**src/rtl/fifo_byte_serializer_if.sv**
```systemverilog
// Bundle for the serializer's FIFO-side pop port and its valid/ready beat stream.
// The slave modport is the serializer's view of the bus. The master modport is the view of whatever drives it.
interface fifo_byte_serializer_if #(
   parameter int FWIDTH = 32,
   parameter int OWIDTH = 8,
   parameter int CNTW   = 16
);
   logic              FlushN;
   logic              En;
   logic [FWIDTH-1:0] F_Data;
   logic              F_EmptyN;
   logic              FOutN;
   logic [OWIDTH-1:0] Out_Data;
   logic              Out_Valid;
   logic              Out_Ready;
   logic              Out_Last;
   logic [CNTW-1:0]   Pop_Cnt;

   modport master (
      output FlushN, En, F_Data, F_EmptyN, Out_Ready,
      input  FOutN, Out_Data, Out_Valid, Out_Last, Pop_Cnt
   );

   modport slave (
      input  FlushN, En, F_Data, F_EmptyN, Out_Ready,
      output FOutN, Out_Data, Out_Valid, Out_Last, Pop_Cnt
   );
endinterface

```
**src/rtl/fifo_byte_serializer.sv**
```systemverilog
// Drains 32-bit FIFO words and sends each one out as OWIDTH-bit beats on a valid/ready stream.
// The next word is popped while the last beat is accepted, so a non-empty FIFO gives output with no bubbles.
module fifo_byte_serializer #(
   parameter int FWIDTH    = 32,
   parameter int OWIDTH    = 8,
   parameter bit MSB_FIRST = 1'b1,
   parameter int CNTW      = 16
) (
   input  logic                   Clk,
   input  logic                   RstN,
   fifo_byte_serializer_if.slave  bus
);
   localparam int RATIO = FWIDTH / OWIDTH;
   localparam int IDXW  = (RATIO > 1) ? $clog2(RATIO) : 1;
   localparam logic [IDXW-1:0] LAST_IDX = IDXW'(RATIO - 1);

   if ((FWIDTH % OWIDTH) != 0) begin : g_width_check
      $error("fifo_byte_serializer: FWIDTH must be an integer multiple of OWIDTH");
   end

   typedef enum logic {
      EMPTY = 1'b0,
      SHIFT = 1'b1
   } state_e;

   state_e            state_q, state_d;
   logic [FWIDTH-1:0] word_q, word_d;
   logic [IDXW-1:0]   idx_q, idx_d;
   logic [CNTW-1:0]   pop_cnt_q, pop_cnt_d;

   logic              hold;
   logic              acc;
   logic              last;
   logic              pop;
   logic [IDXW-1:0]   sel;
   logic [OWIDTH-1:0] beats [RATIO];

   for (genvar k = 0; k < RATIO; k++) begin : g_beats
      assign beats[k] = word_q[k*OWIDTH +: OWIDTH];
   end

   assign hold = (state_q == SHIFT);
   assign acc  = hold & bus.Out_Ready;
   assign last = (idx_q == LAST_IDX);
   assign pop  = bus.FlushN & bus.En & bus.F_EmptyN & (~hold | (acc & last));
   // Beat 0 is the top slice of the word when MSB_FIRST is set, so the index counts down through the slices.
   assign sel  = MSB_FIRST ? (LAST_IDX - idx_q) : idx_q;

   assign bus.FOutN     = ~(pop & RstN);
   assign bus.Out_Valid = hold;
   assign bus.Out_Last  = hold & last;
   assign bus.Out_Data  = hold ? beats[sel] : '0;
   assign bus.Pop_Cnt   = pop_cnt_q;

   always_comb begin
      state_d   = state_q;
      word_d    = word_q;
      idx_d     = idx_q;
      pop_cnt_d = pop_cnt_q;
      if (!bus.FlushN) begin
         state_d   = EMPTY;
         idx_d     = '0;
         pop_cnt_d = '0;
      end else if (pop) begin
         // A pop either fills an empty stage or reloads it on the last beat. Either way it starts a new word.
         word_d    = bus.F_Data;
         idx_d     = '0;
         state_d   = SHIFT;
         pop_cnt_d = pop_cnt_q + CNTW'(1);
      end else if (acc) begin
         if (last) begin
            state_d = EMPTY;
            idx_d   = '0;
         end else begin
            idx_d = idx_q + IDXW'(1);
         end
      end
   end

   always_ff @(posedge Clk or negedge RstN) begin
      if (!RstN) begin
         state_q   <= EMPTY;
         word_q    <= '0;
         idx_q     <= '0;
         pop_cnt_q <= '0;
      end else begin
         state_q   <= state_d;
         word_q    <= word_d;
         idx_q     <= idx_d;
         pop_cnt_q <= pop_cnt_d;
      end
   end
endmodule

```
**src/flat_wrapper.sv**
```systemverilog
// flat-port wrapper written by rule: the top's interface ports become plain ports
module fifo_byte_serializer_flat 
#(
   parameter int FWIDTH    = 32,
   parameter int OWIDTH    = 8,
   parameter bit MSB_FIRST = 1'b1,
   parameter int CNTW      = 16
)
  (Clk, RstN, bus_FlushN, bus_En, bus_F_Data, bus_F_EmptyN, bus_Out_Ready, bus_FOutN, bus_Out_Data, bus_Out_Valid, bus_Out_Last, bus_Pop_Cnt);
  fifo_byte_serializer_if #(.FWIDTH(FWIDTH), .OWIDTH(OWIDTH), .CNTW(CNTW)) bus_i ();
  input  logic Clk;
  input  logic RstN;
  input wire logic [$bits(bus_i.FlushN)-1:0] bus_FlushN;
  input wire logic [$bits(bus_i.En)-1:0] bus_En;
  input wire logic [$bits(bus_i.F_Data)-1:0] bus_F_Data;
  input wire logic [$bits(bus_i.F_EmptyN)-1:0] bus_F_EmptyN;
  input wire logic [$bits(bus_i.Out_Ready)-1:0] bus_Out_Ready;
  output wire logic [$bits(bus_i.FOutN)-1:0] bus_FOutN;
  output wire logic [$bits(bus_i.Out_Data)-1:0] bus_Out_Data;
  output wire logic [$bits(bus_i.Out_Valid)-1:0] bus_Out_Valid;
  output wire logic [$bits(bus_i.Out_Last)-1:0] bus_Out_Last;
  output wire logic [$bits(bus_i.Pop_Cnt)-1:0] bus_Pop_Cnt;
  assign bus_i.FlushN = bus_FlushN;
  assign bus_i.En = bus_En;
  assign bus_i.F_Data = bus_F_Data;
  assign bus_i.F_EmptyN = bus_F_EmptyN;
  assign bus_i.Out_Ready = bus_Out_Ready;
  assign bus_FOutN = bus_i.FOutN;
  assign bus_Out_Data = bus_i.Out_Data;
  assign bus_Out_Valid = bus_i.Out_Valid;
  assign bus_Out_Last = bus_i.Out_Last;
  assign bus_Pop_Cnt = bus_i.Pop_Cnt;
  fifo_byte_serializer #(.FWIDTH(FWIDTH), .OWIDTH(OWIDTH), .MSB_FIRST(MSB_FIRST), .CNTW(CNTW)) u_core (.Clk(Clk), .RstN(RstN), .bus(bus_i));
endmodule
```
**config.mk**
```make
export PLATFORM = sky130hd
export DESIGN_NAME = fifo_byte_serializer_flat
export DESIGN_NICKNAME = d
export VERILOG_FILES = /design/src/rtl/fifo_byte_serializer_if.sv /design/src/rtl/fifo_byte_serializer.sv /design/src/flat_wrapper.sv
export SDC_FILE = /design/constraint.sdc
export NUM_CORES = 1
export LEC_CHECK = 0
export ABC_AREA = 1
export CORE_MARGIN = 2
export CORE_UTILIZATION = 49
export DETAILED_ROUTE_END_ITERATION = 10
export GPL_TIMING_DRIVEN = 0
export MAX_ROUTING_LAYER = met4
export PLACE_DENSITY = 0.92
export SETUP_SLACK_MARGIN = 0.5
export SKIP_LAST_GASP = 1
export SYNTH_ARGS = -nofsm -noshare
export SYNTH_HDL_FRONTEND = slang
export SYNTH_SLANG_ARGS = --single-unit
```
**constraint.sdc**
```tcl
create_clock -name Clk -period 1.61 [get_ports Clk]
set_input_delay 0.161 -clock Clk [delete_from_list [all_inputs] [get_ports Clk]]
set_output_delay 0.161 -clock Clk [all_outputs]
set_load 0.05 [all_outputs]
```
==> flow_summary.yaml <==
setup_path:
  end_kind: "output port"
  cp.depth: 7
  reg2reg_depth: 12
  cp_cell_sequence: "buf_6 > clkbuf_16 > nor2_1 > nor2_1 > o21ai_2 > a21oi_4 > buf_6"
  required_ns: 1.45
  timing.rr.start: "u_core.idx_q[0]$_DFFE_PN0P_"
  slowest_stage: "dfrtp_1"
  cp-start-kind: "flip-flop"
  worstPathArrival_ns: 1.94
  slowest_delay_ns: 0.49
  critPathBufInv: 3
  cp_max_fo: 5
  critPathKind: "reg2out"
  rrSetupSlack_ns: -0.43
  crit_family: "buffers and inverters"
  r2r_end: "u_core.bus.Pop_Cnt[10]$_DFFE_PN0P_"
global_routing:
  grt_pass1_wl_um: 16400
  first_global_vias: 3218
  track_usage_pct: 37.0
  grt_max_degree: 40
  grt_remaining_overflow: 0
  antenna_found_initial: 0
cells_and_area:
  final_nets: 522
  regArea_um2: 1300
  final_area_um2: 4880
  synthToLayoutAreaGrowth_pct: 86.7
  nFillCells: 139
  drive_above_1_share_pct: 50.9
  antenna_cells: 0
  final_cell_mix: "68 x nand2_1, 52 x nand2_2, 47 x nor2_1"
  final_common_cell: "nand2_1"
  multiInputGateArea_um2: 1810
power_and_ir_drop:
  p_comb_share_pct: 34.2
  p_leak_uw: 0.00235
  pwr-share-clk_pct: 21.6
  p_per_area_nw_per_um2: 766
  p_seq_share_pct: 44.3
  irDropWorstVdd_v: 0.000675
  swShare_pct: 38.0
  intPower_uw: 2320
  p_sw_uw: 1420
timing:
  rsz0062_at_grt: "yes"
  finalHoldViolCount: 0
  drv_slew: 0
  setup_viol: 61
  post-route-min-period_ns: 2.10
  whs_ns: 0.143
  skew_ns: 0.0154
  maxSlewHeadroom_pct: 48.2
  fmaxAchievable_ghz: 0.476
  setup_ws_ns: -0.492
  worst_slew_pin_slew_ns: 0.777
  timing.final.crit_share_pct: 131
clock_tree:
  cts_buffers: 5
  cts.sinks: 51
  clock-root-buffer: "clkbuf_8"
  htree_num_levels: 2
  cts_buffer_depth: 2
  clk_latency_ns: 0.34
  cts_tree: "yes"
  clk_pin_slew_ns: 0.11
route:
  drc: 0
  first_iter_violations: 499
  via_per_inst: 6.44
  dr.pass1.iters: 7
  drt_wl_total_um: 14500
  post_drt_wl_per_cell_um: 26.2
  via_count: 3564
  antenna_left: 0
synth:
  synth_adder_area_share_pct: 0.956
  synth_top_area_share_pct: 48.8
  synth-seq-cells: 51
  netlist_instances: 363
  synth_top_family_by_area: "simple AND/OR/NAND/NOR gates"
  synth_cell_types: 25
  muxShareOfSynthArea_pct: 0
  synth-compound-area-share_pct: 6.79
  yosysSeqAreaShare_pct: 48.8
  synth_fp_nets: 403
  synth_xor_area_share_pct: 0
  syn_area_um2: 2620
  yosys.area.top_type: "dfrtp_1"
  synthTopCellsByArea: "dfrtp_1 49%, nand2_1 21%, nor2_1 8.5%"
  synthSimpleGateAreaFrac_pct: 36.5
  syn_area_per_cell_um2: 7.21
  yosys_warnings: 0
min_path:
  worst_hold_startpoint: "bus_FlushN"
  hold_path_class: "in2reg"
  min_path_cells: 3
  hold_end: "u_core.bus.Pop_Cnt[8]$_DFFE_PN0P_"
die:
  io_pins: 65
  num_rows: 26
  initial_core_util_pct: 50.9
  design.core.area_um2: 5140
  die_area_um2: 5940
  dieHeight_um: 77.1
  die_w_um: 77.1
placement:
  place_area_um2: 3610
  hpwl_um: 5250
  place_ws_ns: -0.716
  place_congestion: 0.899
  io_buffers: 63
status:
  violations: "setup timing"
  status: "finished, violations left"
run:
  max_cap_violations: 0
worst register-to-register path, cell delays in order, from the launching register on:
cell	delay, ns
dfrtp_1	0.49
ha_4	0.24
nand2_4	0.08
nand2_4	0.10
nand2_4	0.07
buf_6	0.13
buf_8	0.12
buf_6	0.11
nor2_4	0.22
nand2_2	0.12
nand2_2	0.09
nand2_2	0.05
nor2_2	0.13
sequential cells by signal, indices dropped and copies added, names as in the netlist:
name,cells
u_core.word_q,32
u_core.bus.Pop_Cnt,16
u_core.idx_q,2
u_core.bus.Out_Valid,1
routing by layer:
layer	share of wire [%]	vias to the layer above	GRT usage, %
met1	33	1645	43.0
met3	12	157	8.12
met2	46	395	60.3
li1	-	1367	-
met5	0	-	-
met4	9.3	0	19.6
final cells by class:
type | count | share of cell area (%)
inverter | 28 | 2.31
multi-input combinational | 270 | 37.1
sequential | 51 | 26.5
buffer | 14 | 4.28
timing repair buffer | 112 | 26.3
clock buffer | 8 | 1.64
tap | 70 | 1.79
kinds of logic after synthesis:
family | count (synthesis)
adders and majority gates | 2
buffers and inverters | 42
and+or+nand+nor | 233
DFF | 51
AOI/OAI and AO/OA | 35
power groups by stage:
stage	combinational [uW]	clock, uW	sequential, uW
after floorplan	416	0	1640
after detailed placement	749	0	1610
after CTS	906	730	1600
final	1280	808	1660
after global placement	715	0	1600
after global routing	1330	839	1660
stage by stage:
step / utilization (%) / setup TNS [ns] / total power, uW / cells
floorplan: - / 0 / 2050 / 363
finish: 95.0 / -16.17 / 3740 / 553
global placement: 69.9 / -73.43 / 2320 / 496
detailed placement: 70.2 / -5.15 / 2360 / 497
global route: 95.0 / -17.58 / 3830 / 553
CTS: 84.2 / -1.75 / 3230 / 535
worst max-delay path by stage:
stage	start	to
5_1_grt	u_core.idx_q[0]$_DFFE_PN0P_	u_core.idx_q[0]$_DFFE_PN0P_
3_3_place_gp	RstN	bus_FOutN
2_1_floorplan	u_core.bus.Out_Valid$_DFFE_PN0P_	bus_Out_Data[0]
6_report	u_core.idx_q[0]$_DFFE_PN0P_	bus_Out_Data[1]
4_1_cts	u_core.idx_q[0]$_DFFE_PN0P_	bus_Out_Data[0]
3_5_place_dp	bus_Out_Ready	bus_FOutN
cell usage after synthesis (all sizes together):
master / instances
nand2: 151
nand3: 8
o21ai: 21
and2: 1
dfrtp: 51
nor2: 62
a211oi: 1
nor3: 2
ha: 2
inv: 28
nand3b: 1
nand4: 8
clkbuf: 4
buf: 10
a21oi: 13
repair_timing:
item                                    CTS  global route
resized for setup                       271           119
gates cloned                              8             1
endpoints found under the setup margin   78            78
pin swaps                                25            25
hold buffers                              2             0
setup buffers                            20            17
hold endpoints to repair                 12             0
No activity file was read; power rests on OpenSTA's default activity.
